<file path="src/rtl/ex_hazard_ctrl_if.sv">
// Decode/execute-side bundle for the hazard controller: decode fields, EX redirect, and the
// forwarding selects plus front-end stall/flush controls. Counters exist only with HAZ_PERF_CNT_EN.
interface ex_hazard_ctrl_if #(
    parameter int unsigned REG_W = 5,
    parameter int unsigned CNT_W = 32
);
    logic             de_valid;
    logic [REG_W-1:0] de_rs1;
    logic [REG_W-1:0] de_rs2;
    logic             de_rs1_used;
    logic             de_rs2_used;
    logic [REG_W-1:0] de_rd;
    logic             de_reg_wrt_en;
    logic             de_is_load;
    logic             de_uses_LR;
    logic             de_wrt_LR;
    logic             de_uses_FL;
    logic             de_wrt_FL;
    logic             ex_redirect;
    logic [1:0]       forward1_sel;
    logic [1:0]       forward2_sel;
    logic             forward_LR_sel;
    logic [1:0]       forward_FL_sel;
    logic             stall_fd;
    logic             bubble_de;
    logic             flush_fd;
    logic             flush_de;
`ifdef HAZ_PERF_CNT_EN
    logic [CNT_W-1:0] stall_cnt;
    logic [CNT_W-1:0] flush_cnt;
`endif

    modport master (
        output de_valid, de_rs1, de_rs2, de_rs1_used, de_rs2_used, de_rd, de_reg_wrt_en,
        output de_is_load, de_uses_LR, de_wrt_LR, de_uses_FL, de_wrt_FL, ex_redirect,
`ifdef HAZ_PERF_CNT_EN
        input  stall_cnt, flush_cnt,
`endif
        input  forward1_sel, forward2_sel, forward_LR_sel, forward_FL_sel,
        input  stall_fd, bubble_de, flush_fd, flush_de
    );

    modport slave (
        input  de_valid, de_rs1, de_rs2, de_rs1_used, de_rs2_used, de_rd, de_reg_wrt_en,
        input  de_is_load, de_uses_LR, de_wrt_LR, de_uses_FL, de_wrt_FL, ex_redirect,
`ifdef HAZ_PERF_CNT_EN
        output stall_cnt, flush_cnt,
`endif
        output forward1_sel, forward2_sel, forward_LR_sel, forward_FL_sel,
        output stall_fd, bubble_de, flush_fd, flush_de
    );
endinterface

</file>
<file path="src/rtl/ex_hazard_ctrl.sv">
// Execute-stage hazard/forwarding controller with an EX/MEM shadow scoreboard.
// Optional saturating stall/flush counters are built when HAZ_PERF_CNT_EN is defined.
module ex_hazard_ctrl #(
    parameter int unsigned REG_W = 5,
    parameter int unsigned CNT_W = 32
) (
    input  logic                clk,
    input  logic                rst_n,
    ex_hazard_ctrl_if.slave     hz
);

    typedef struct packed {
        logic             valid;
        logic [REG_W-1:0] rd;
        logic             reg_wrt_en;
        logic             is_load;
        logic             wrt_lr;
        logic             wrt_fl;
    } shadow_t;

    typedef enum logic [1:0] {StRun, StStall, StFlush} state_e;

    state_e     state_q, state_d;
    shadow_t    ex_q, ex_d, mem_q;
    logic [1:0] fwd1_q, fwd1_d, fwd2_q, fwd2_d, fwd_fl_q, fwd_fl_d;
    logic       fwd_lr_q, fwd_lr_d;

    logic de_live, m1_ex, m1_mem, m2_ex, m2_mem, lr_in_flight, load_use, stall, flush;

    function automatic logic src_match(shadow_t s, logic [REG_W-1:0] src, logic used);
        return s.valid && s.reg_wrt_en && (s.rd == src) && (src != '0) && used;
    endfunction

    always_comb begin
        // Decode is ignored during the cycle after a redirect.
        de_live      = hz.de_valid && (state_q != StFlush);
        m1_ex        = de_live && src_match(ex_q, hz.de_rs1, hz.de_rs1_used);
        m1_mem       = de_live && src_match(mem_q, hz.de_rs1, hz.de_rs1_used);
        m2_ex        = de_live && src_match(ex_q, hz.de_rs2, hz.de_rs2_used);
        m2_mem       = de_live && src_match(mem_q, hz.de_rs2, hz.de_rs2_used);
        lr_in_flight = (ex_q.valid && ex_q.wrt_lr) || (mem_q.valid && mem_q.wrt_lr);
        load_use     = (state_q == StRun) && ex_q.valid && ex_q.is_load && (m1_ex || m2_ex);
        flush        = hz.ex_redirect;
        stall        = load_use && !flush;
    end

    always_comb begin
        state_d = state_q;
        unique case (state_q)
            StRun:   if (flush) state_d = StFlush; else if (stall) state_d = StStall;
            StStall: state_d = flush ? StFlush : StRun;
            StFlush: state_d = flush ? StFlush : StRun;
            default: state_d = StRun;
        endcase
    end

    always_comb begin
        fwd1_d   = 2'd0;
        fwd2_d   = 2'd0;
        fwd_lr_d = 1'b0;
        fwd_fl_d = 2'd0;
        ex_d     = '0;
        // The EX slot gets a bubble on stall or flush; its selects stay 0.
        if (de_live && !stall && !flush) begin
            ex_d.valid      = 1'b1;
            ex_d.rd         = hz.de_rd;
            ex_d.reg_wrt_en = hz.de_reg_wrt_en;
            ex_d.is_load    = hz.de_is_load;
            ex_d.wrt_lr     = hz.de_wrt_LR;
            ex_d.wrt_fl     = hz.de_wrt_FL;

            if (hz.de_uses_LR) begin
                fwd1_d   = lr_in_flight ? 2'd3 : 2'd0;
                fwd_lr_d = !(ex_q.valid && ex_q.wrt_lr);
            end else if (m1_ex) begin
                fwd1_d = 2'd1;
            end else if (m1_mem) begin
                fwd1_d = 2'd2;
            end

            if (m2_ex) begin
                fwd2_d = 2'd1;
            end else if (m2_mem) begin
                fwd2_d = 2'd2;
            end

            if (hz.de_uses_FL) begin
                if (ex_q.valid && ex_q.wrt_fl) begin
                    fwd_fl_d = 2'd1;
                end else if (mem_q.valid && mem_q.wrt_fl) begin
                    fwd_fl_d = 2'd2;
                end
            end
        end
    end

    always_ff @(posedge clk or negedge rst_n) begin
        if (!rst_n) begin
            state_q  <= StRun;
            ex_q     <= '0;
            mem_q    <= '0;
            fwd1_q   <= 2'd0;
            fwd2_q   <= 2'd0;
            fwd_lr_q <= 1'b0;
            fwd_fl_q <= 2'd0;
        end else begin
            state_q  <= state_d;
            ex_q     <= ex_d;
            mem_q    <= ex_q;
            fwd1_q   <= fwd1_d;
            fwd2_q   <= fwd2_d;
            fwd_lr_q <= fwd_lr_d;
            fwd_fl_q <= fwd_fl_d;
        end
    end

    assign hz.forward1_sel   = fwd1_q;
    assign hz.forward2_sel   = fwd2_q;
    assign hz.forward_LR_sel = fwd_lr_q;
    assign hz.forward_FL_sel = fwd_fl_q;
    assign hz.stall_fd       = stall;
    assign hz.bubble_de      = stall;
    assign hz.flush_fd       = flush;
    assign hz.flush_de       = flush;

`ifdef HAZ_PERF_CNT_EN
    logic [CNT_W-1:0] stall_cnt_q, flush_cnt_q;

    always_ff @(posedge clk or negedge rst_n) begin
        if (!rst_n) begin
            stall_cnt_q <= '0;
            flush_cnt_q <= '0;
        end else begin
            if (stall && (stall_cnt_q != '1)) stall_cnt_q <= stall_cnt_q + CNT_W'(1);
            if (flush && (flush_cnt_q != '1)) flush_cnt_q <= flush_cnt_q + CNT_W'(1);
        end
    end

    assign hz.stall_cnt = stall_cnt_q;
    assign hz.flush_cnt = flush_cnt_q;
`endif

endmodule
</file>
<file path="src/flat_wrapper.sv">
// flat-port wrapper written by rule: the top's interface ports become plain ports
module ex_hazard_ctrl_flat 
#(
    parameter int unsigned REG_W = 5,
    parameter int unsigned CNT_W = 32
)
  (clk, rst_n, hz_de_valid, hz_de_rs1, hz_de_rs2, hz_de_rs1_used, hz_de_rs2_used, hz_de_rd, hz_de_reg_wrt_en, hz_de_is_load, hz_de_uses_LR, hz_de_wrt_LR, hz_de_uses_FL, hz_de_wrt_FL, hz_ex_redirect, hz_forward1_sel, hz_forward2_sel, hz_forward_LR_sel, hz_forward_FL_sel, hz_stall_fd, hz_bubble_de, hz_flush_fd, hz_flush_de);
  ex_hazard_ctrl_if #(.REG_W(REG_W), .CNT_W(CNT_W)) hz_i ();
  input  logic clk;
  input  logic rst_n;
  input wire logic [$bits(hz_i.de_valid)-1:0] hz_de_valid;
  input wire logic [$bits(hz_i.de_rs1)-1:0] hz_de_rs1;
  input wire logic [$bits(hz_i.de_rs2)-1:0] hz_de_rs2;
  input wire logic [$bits(hz_i.de_rs1_used)-1:0] hz_de_rs1_used;
  input wire logic [$bits(hz_i.de_rs2_used)-1:0] hz_de_rs2_used;
  input wire logic [$bits(hz_i.de_rd)-1:0] hz_de_rd;
  input wire logic [$bits(hz_i.de_reg_wrt_en)-1:0] hz_de_reg_wrt_en;
  input wire logic [$bits(hz_i.de_is_load)-1:0] hz_de_is_load;
  input wire logic [$bits(hz_i.de_uses_LR)-1:0] hz_de_uses_LR;
  input wire logic [$bits(hz_i.de_wrt_LR)-1:0] hz_de_wrt_LR;
  input wire logic [$bits(hz_i.de_uses_FL)-1:0] hz_de_uses_FL;
  input wire logic [$bits(hz_i.de_wrt_FL)-1:0] hz_de_wrt_FL;
  input wire logic [$bits(hz_i.ex_redirect)-1:0] hz_ex_redirect;
  output wire logic [$bits(hz_i.forward1_sel)-1:0] hz_forward1_sel;
  output wire logic [$bits(hz_i.forward2_sel)-1:0] hz_forward2_sel;
  output wire logic [$bits(hz_i.forward_LR_sel)-1:0] hz_forward_LR_sel;
  output wire logic [$bits(hz_i.forward_FL_sel)-1:0] hz_forward_FL_sel;
  output wire logic [$bits(hz_i.stall_fd)-1:0] hz_stall_fd;
  output wire logic [$bits(hz_i.bubble_de)-1:0] hz_bubble_de;
  output wire logic [$bits(hz_i.flush_fd)-1:0] hz_flush_fd;
  output wire logic [$bits(hz_i.flush_de)-1:0] hz_flush_de;
  assign hz_i.de_valid = hz_de_valid;
  assign hz_i.de_rs1 = hz_de_rs1;
  assign hz_i.de_rs2 = hz_de_rs2;
  assign hz_i.de_rs1_used = hz_de_rs1_used;
  assign hz_i.de_rs2_used = hz_de_rs2_used;
  assign hz_i.de_rd = hz_de_rd;
  assign hz_i.de_reg_wrt_en = hz_de_reg_wrt_en;
  assign hz_i.de_is_load = hz_de_is_load;
  assign hz_i.de_uses_LR = hz_de_uses_LR;
  assign hz_i.de_wrt_LR = hz_de_wrt_LR;
  assign hz_i.de_uses_FL = hz_de_uses_FL;
  assign hz_i.de_wrt_FL = hz_de_wrt_FL;
  assign hz_i.ex_redirect = hz_ex_redirect;
  assign hz_forward1_sel = hz_i.forward1_sel;
  assign hz_forward2_sel = hz_i.forward2_sel;
  assign hz_forward_LR_sel = hz_i.forward_LR_sel;
  assign hz_forward_FL_sel = hz_i.forward_FL_sel;
  assign hz_stall_fd = hz_i.stall_fd;
  assign hz_bubble_de = hz_i.bubble_de;
  assign hz_flush_fd = hz_i.flush_fd;
  assign hz_flush_de = hz_i.flush_de;
  ex_hazard_ctrl #(.REG_W(REG_W), .CNT_W(CNT_W)) u_core (.clk(clk), .rst_n(rst_n), .hz(hz_i));
endmodule
</file>
<file path="config.mk">
export PLATFORM = sky130hd
export DESIGN_NAME = ex_hazard_ctrl_flat
export DESIGN_NICKNAME = d
export VERILOG_FILES = /design/src/rtl/ex_hazard_ctrl_if.sv /design/src/rtl/ex_hazard_ctrl.sv /design/src/flat_wrapper.sv
export SDC_FILE = /design/constraint.sdc
export NUM_CORES = 1
export LEC_CHECK = 0
export ABC_AREA = 1
export BUFFER_PORTS_ARGS = -buffer_cell sky130_fd_sc_hd__buf_2
export CAP_MARGIN = 20
export CORE_UTILIZATION = 40
export DETAILED_ROUTE_END_ITERATION = 6
export PLACE_DENSITY = 0.64
export SETUP_SLACK_MARGIN = 0.15
export SYNTH_ARGS = -nofsm -noshare
export SYNTH_HDL_FRONTEND = slang
export SYNTH_SLANG_ARGS = --single-unit
</file>
<file path="constraint.sdc">
create_clock -name clk -period 1.8 [get_ports clk]
set_input_delay 0 -clock clk [delete_from_list [all_inputs] [get_ports clk]]
set_output_delay 0 -clock clk [all_outputs]
set_load 0.01 [all_outputs]
</file>
# Yosys cells after proc, flatten, opt, wreduce, memory -nomap -nowiden
# Cells that the tools add are included.
word_totals:
  latch_bits: 0
  n_memories: 0
  ff_bits: 28
  ram_bits: 0
  input_bits: 27
  out_inout_bits: 11
  romBits: 0
  elab_cells: 81
op_classes:
  n_eq_ne: 8
  n_mul: 0
  div: 0
  order_cmp: 0
  n_reduce_logical: 38
  add_sub_neg: 0
  n_mux: 19
  n_bitwise: 0
  n_shift: 0
ops:
  columns: ["operator", "n"]
  rows:
  - ["$mux 2", 15]
  - ["$logic_and 1x1->1", 29]
  - ["$eq 5x5->1", 4]
  - ["$mux 10", 1]
  - ["$reduce_bool 5->1", 2]
  - ["$pmux 2 s2", 1]
  - ["$logic_not 1->1", 3]
  - ["$ne 3x2->1 const B", 1]
  - ["$eq 2x1->1 const B", 1]
  - ["$eq 2x2->1 const B", 1]
  - ["$logic_not 2->1", 1]
  - ["$logic_or 1x1->1", 2]
  - ["$mux 1", 2]
  - ["$ne 2x2->1 const B", 1]
  - ["$reduce_or 2->1", 1]

# Logic depth before layout (Yosys ltp)
depth:
  ltp_word: 12
  depth_mapped: 13

# Worst setup path before layout
# Ideal clock, no wire load.
synth_timing:
  kind: "flip-flop to output port"
  startpoint: "reg u_core.state_q[0]"
  endpoint: "out hz_stall_fd"
  path_stages_with_launch: 12
  required_time_ns: 1.800
  t_arrival_ns: 1.506
  path_slack_ns: 0.294
  path_cell_list: "dfrtp_1 > inv_1 > ha_1 > inv_1 > nand2_1 > nor2_1 > nor3b_1 > nand2_1 > nand2_1 > nand2_1 > nor2_1 > buf_4"
synth_via:
  elab_chain_len: 6
synth_lines:
  columns: ["element", "line", "text"]
  rows:
  - ["start, declared", "ex_hazard_ctrl.sv:23", "state_e state_q, state_d;"]
  - ["start signal, assigned", "ex_hazard_ctrl.sv:99", "state_q <= StRun;"]
  - ["start signal, assigned", "ex_hazard_ctrl.sv:107", "state_q <= state_d;"]
  - ["$ne 2x2->1", "ex_hazard_ctrl.sv:36", "de_live = hz.de_valid && (state_q != StFlush);"]
  - ["$logic_and 1x1->1", "ex_hazard_ctrl.sv:36", null]
  - ["$logic_and 1x1->1 (on tied branches)", "ex_hazard_ctrl.sv:37, ex_hazard_ctrl.sv:39", null]
  - ["$logic_or 1x1->1", "ex_hazard_ctrl.sv:42", "load_use = (state_q == StRun) && ex_q.valid && ex_q.is_load && (m1_ex || m2_ex);"]
  - ["$logic_and 1x1->1 *", "ex_hazard_ctrl.sv:42", null]
  - ["$logic_and 1x1->1 *", "ex_hazard_ctrl.sv:44", "stall = load_use && !flush;"]
  - ["end, declared", "flat_wrapper.sv:28", "output wire logic [$bits(hz_i.stall_fd)-1:0] hz_stall_fd;"]
# Every way passes the cells marked *; elsewhere a longest branch is shown, timed or not.

# Worst setup path after layout
layout_timing:
  startpoint: "reg u_core.state_q[1]"
  endpoint: "out hz_stall_fd"
# Same word-level chain as after synthesis.

==> run summary <==
SYNTH
-------------------------------------------------------------------------------------------------
Post-Synthesis Net Count ...........................................................          250
Post-Syn Instances .................................................................          220
Synthesized area per cell ..........................................................   7.29 sq um
Post-synthesis cell area ........................................................... 0.00160 sq mm
Count of warnings emitted by yosys .................................................            0
Proportion of synthesized chip area in sequential cells ............................        43.7%
Number of distinct library cell variants in the gate-level netlist after synthesis .           26
Total of flip-flops plus latches after synthesis ...................................           28

POWER
-------------------------------------------------------------------------------------------------
Cell-internal power ................................................................      1.06 mW
Share of power burned in registers .................................................        47.4%
Part of the total power dissipated in the clock network ............................        34.8%
Switching power ....................................................................       370 uW
Fraction of power spent switching nets .............................................        25.8%
Maximum VDD drop ...................................................................     0.431 mV
Fraction of power consumed by combinational cells ..................................        17.9%
Leakage power total ................................................................      1.17 nW
Pwr per Cell Area ..................................................................  668 mW/mm^2

GLOBAL ROUTING
-------------------------------------------------------------------------------------------------
Pin count of the biggest net entering global routing ...............................           29
Number of global-route vias before repair ..........................................         1348
Gr usage total .....................................................................        17.9%
Aggregate global routing overflow ..................................................            0
Antenna violations before repair ...................................................            0
Global-route wire length before repair .............................................      5.78 mm

WORST SETUP PATH
-------------------------------------------------------------------------------------------------
Category of cells accounting for the largest share of critical-path delay .......... simple AND/OR/NAND/NOR gates
Kind of start point of the critical path ...........................................         flop
Sum of buffers and inverters on the critical path ..................................            3
Critical path endpoint category .................................................... primary output
Register-to-Register Setup Slack ...................................................      0.17 ns
Path type of the worst setup path .................................................. flop to primary output
Launch instance of the worst register-to-register path ............................. u_core.state_q[1]$_DFFE_PN0P_
Cell Chain, Critical Path .......................................................... ha_4 -> inv_2 -> nand2_4 -> inv_2 -> nand2_1 -> nor2_1 -> nand3_1 -> nand2_1 -> nand2_1 -> nor2_1 -> buf_2
Arrival time of data at the critical path endpoint .................................      1.69 ns
Cell depth of the worst flop-to-flop path ..........................................           12
CP max FO ..........................................................................            4
Biggest cell delay along the critical path .........................................      0.43 ns
Slowest-stage cell, CP ............................................................. sky130_fd_sc_hd__dfrtp_1
Worst EP required ..................................................................      1.80 ns
Most used cell along the critical path ............................................. sky130_fd_sc_hd__nand2_1
Destination of the worst register-to-register timing path .......................... u_core.hz.forward2_sel[1]$_DFF_PN0_

TIMING
-------------------------------------------------------------------------------------------------
Final number of setup-violating endpoints ..........................................            0
Ratio of final minimum period to clock period ......................................        93.8%
Worst max-slew margin expressed relative to the limit ..............................        59.0%
Hold WS ............................................................................    0.0487 ns
Setup repair after global routing missed its margin ................................          yes
Worst slew pin tran ................................................................     0.615 ns
Hold violation count in the final report ...........................................            0
Achievable clock frequency .........................................................      593 MHz
Worst clock skew ...................................................................   0.00490 ns
Setup TNS ..........................................................................         0 ns
Minimum clock period after layout ..................................................      1.69 ns
Slew Limit Fails ...................................................................            0

ROUTING
-------------------------------------------------------------------------------------------------
Detailed Routing Iterations Pass 1 .................................................            4
Overall routed net length ..........................................................      3.68 mm
Via count normalized by instance count .............................................         4.62
Residual DRC count .................................................................            0
Number of violations reported at the end of detailed-routing iteration 0 ...........           63
Vias post-DR .......................................................................         1511
Routed wirelength normalized by instance count .....................................      11.3 um
Post-route antenna net violation count .............................................            0

FLOORPLAN
-------------------------------------------------------------------------------------------------
Floorplan Core Area ................................................................ 0.00374 sq mm
Starting Density ...................................................................        42.8%
Chip height ........................................................................      65.3 um
Boundary Pins ......................................................................           38
Row cnt ............................................................................           22
Chip width .........................................................................      65.3 um
Die Area ........................................................................... 0.00426 sq mm

CLOCK NETWORK
-------------------------------------------------------------------------------------------------
Register clock-pin slew on the reported worst setup and hold paths .................      0.09 ns
Clock sink count ...................................................................           28
TritonCTS Buffers ..................................................................            3
Insertion delay of the later-clocked pin in the worst-skew pair ....................      0.28 ns
Root buffer cell ................................................................... sky130_fd_sc_hd__clkbuf_8
CTS tree ...........................................................................          yes
Clock buffer depth .................................................................            2
Total number of H-tree levels ......................................................            1

CELLS AND AREA
-------------------------------------------------------------------------------------------------
Final #Nets ........................................................................          310
Number of diodes added for antenna fixing ..........................................            0
Fin util ...........................................................................        57.2%
Area grow syn2layout ...............................................................        33.5%
Share of final-layout standard cells stronger than drive strength 1 ................        29.4%

MIN PATH
-------------------------------------------------------------------------------------------------
Sink of the worst hold path ........................................................ u_core.state_q[1]$_DFFE_PN0P_
Count of cells along the worst hold path ...........................................            3
Startpoint of the lowest-slack hold path ........................................... hz_ex_redirect
Type of the worst min-delay path ................................................... primary input to flop

OUTCOME
-------------------------------------------------------------------------------------------------
Result of the run .................................................................. finished, final reports clean

PLACE
-------------------------------------------------------------------------------------------------
Total of buffers placed on input and output ports ..................................           37
Half-perimeter wire length after detailed placement ................................      2.55 mm
Weighted congestion at the end of routability-driven global placement ..............        0.948

FLOW RUN
-------------------------------------------------------------------------------------------------
Maximum Capacitance Violations .....................................................            0

-- per-layer routing --
metal  wire length (um)  vias to the layer above  track usage (%)  part of all wire, %
met5                  0                        -                0                    0
met4                 72                        0             5.98                  2.0
met3                205                        9             3.47                  5.6
met2               1730                       54             29.6                   47
met1               1680                      671             23.2                   46
li1                   -                      777                -                    -
-- cell usage in the layout, fill, tap and decap left out, types with 3 or more instances in the layout --
cell / instances
sky130_fd_sc_hd__nand3_1: 13
sky130_fd_sc_hd__nor2_2: 10
sky130_fd_sc_hd__buf_4: 10
sky130_fd_sc_hd__clkbuf_8: 3
sky130_fd_sc_hd__inv_2: 7
sky130_fd_sc_hd__nand2_1: 60
sky130_fd_sc_hd__nor2_4: 3
sky130_fd_sc_hd__dfrtp_1: 27
sky130_fd_sc_hd__inv_1: 33
sky130_fd_sc_hd__nand2_2: 3
sky130_fd_sc_hd__nor2_1: 31
sky130_fd_sc_hd__a21oi_1: 3
sky130_fd_sc_hd__buf_2: 37
sky130_fd_sc_hd__o21ai_0: 4
sky130_fd_sc_hd__nand4_1: 5
sky130_fd_sc_hd__dlygate4sd3_1: 11
-- cell usage after synthesis, drive strengths merged --
library cell / count / area share (%)
nand2: 65 / 16
nor2: 44 / 13
inv: 40 / 9.4
dfrtp: 28 / 44
nand3: 13 / 4.1
nand4: 5 / 2.0
a21oi: 4 / 1.5
buf: 4 / 2.7
o21ai: 4 / 1.2
ha: 3 / 2.3
xnor2: 2 / 1.1
a21boi: 1 / 0.47
clkinv: 1 / 0.23
nor3: 1 / 0.31
nor3b: 1 / 0.47
o211ai: 1 / 0.47
o22ai: 1 / 0.39
or2: 1 / 0.39
xor2: 1 / 0.55
-- logic make-up after synthesis --
group	count (synthesis)	synth area share, %
xor gates and xnor gates	3	1.64
DFF	28	43.7
AOI/OAI and AO/OA	11	4.06
and+or+nand+nor	130	36.0
buffers and inverters	45	12.3
adders and majority gates	3	2.34
-- layout make-up --
type / count / area, sq um
Clock buffer: 3 / 41.3
Multi-Input combinational cell: 148 / 782
Sequential cell: 28 / 702
Fill cell: 369 / 1600
Inverter: 41 / 154
Clock inverter: 1 / 30.0
Tap cell: 48 / 60.1
Timing Repair Buffer: 58 / 370
-- tightest hold or removal path, stage by stage --
cell and delay [ns]:
sky130_fd_sc_hd__buf_2 0.13, sky130_fd_sc_hd__o211ai_1 0.10, sky130_fd_sc_hd__nand2_1 0.06
-- repair_timing --
item                                    4_1_cts  5_1_grt
endpoints found under the setup margin       19       19
setup buffers                                10        0
hold buffers                                 11        0
gates cloned                                  0        1
pin swaps                                     5        6
resized for setup                            11        5
hold endpoints to repair                     39        0
-- per-stage QoR --
step	cells	power, mW	instance area (sq um)	setup slack (ns)
floorplan	220	0.811	1600	0.294
global placement	301	0.883	1810	0.177
detailed placement	301	0.884	1810	0.0997
CTS	326	1.42	2100	0.0865
global route	327	1.50	2140	0.00614
finish	327	1.43	2140	0.112
-- sequential cells by signal (all words and copies together), names as in the netlist --
signal and cells:
u_core.hz.forward2_sel 2, u_core.mem_q 9, u_core.ex_q 10, u_core.hz.forward_FL_sel 2, u_core.hz.forward1_sel 2, u_core.hz.forward_LR_sel 1, u_core.state_q 2
-- power groups by stage --
stage               registers [mW]  logic, mW  clock network (mW)
CTS                          0.676      0.242               0.505
global placement             0.688      0.195                   0
global route                 0.681      0.285               0.538
finish                       0.677      0.256               0.497
floorplan                    0.683      0.128                   0
detailed placement           0.689      0.195                   0
-- how the worst max path moves through the flow --
stage | slack, ns | cells past startpoint | end | from
floorplan | 0.29 | 11 | hz_stall_fd | u_core.state_q[0]$_DFFE_PN0P_
global placement | 0.18 | 12 | u_core.hz.forward1_sel[1]$_DFF_PN0_ | u_core.state_q[0]$_DFFE_PN0P_
detailed placement | 0.1 | 12 | u_core.hz.forward1_sel[1]$_DFF_PN0_ | u_core.state_q[0]$_DFFE_PN0P_
CTS | 0.09 | 10 | hz_stall_fd | u_core.state_q[1]$_DFFE_PN0P_
global route | 0.006 | 10 | hz_stall_fd | u_core.state_q[1]$_DFFE_PN0P_
finish | 0.11 | 11 | hz_stall_fd | u_core.state_q[1]$_DFFE_PN0P_
Power figures use the tool's default switching activity.
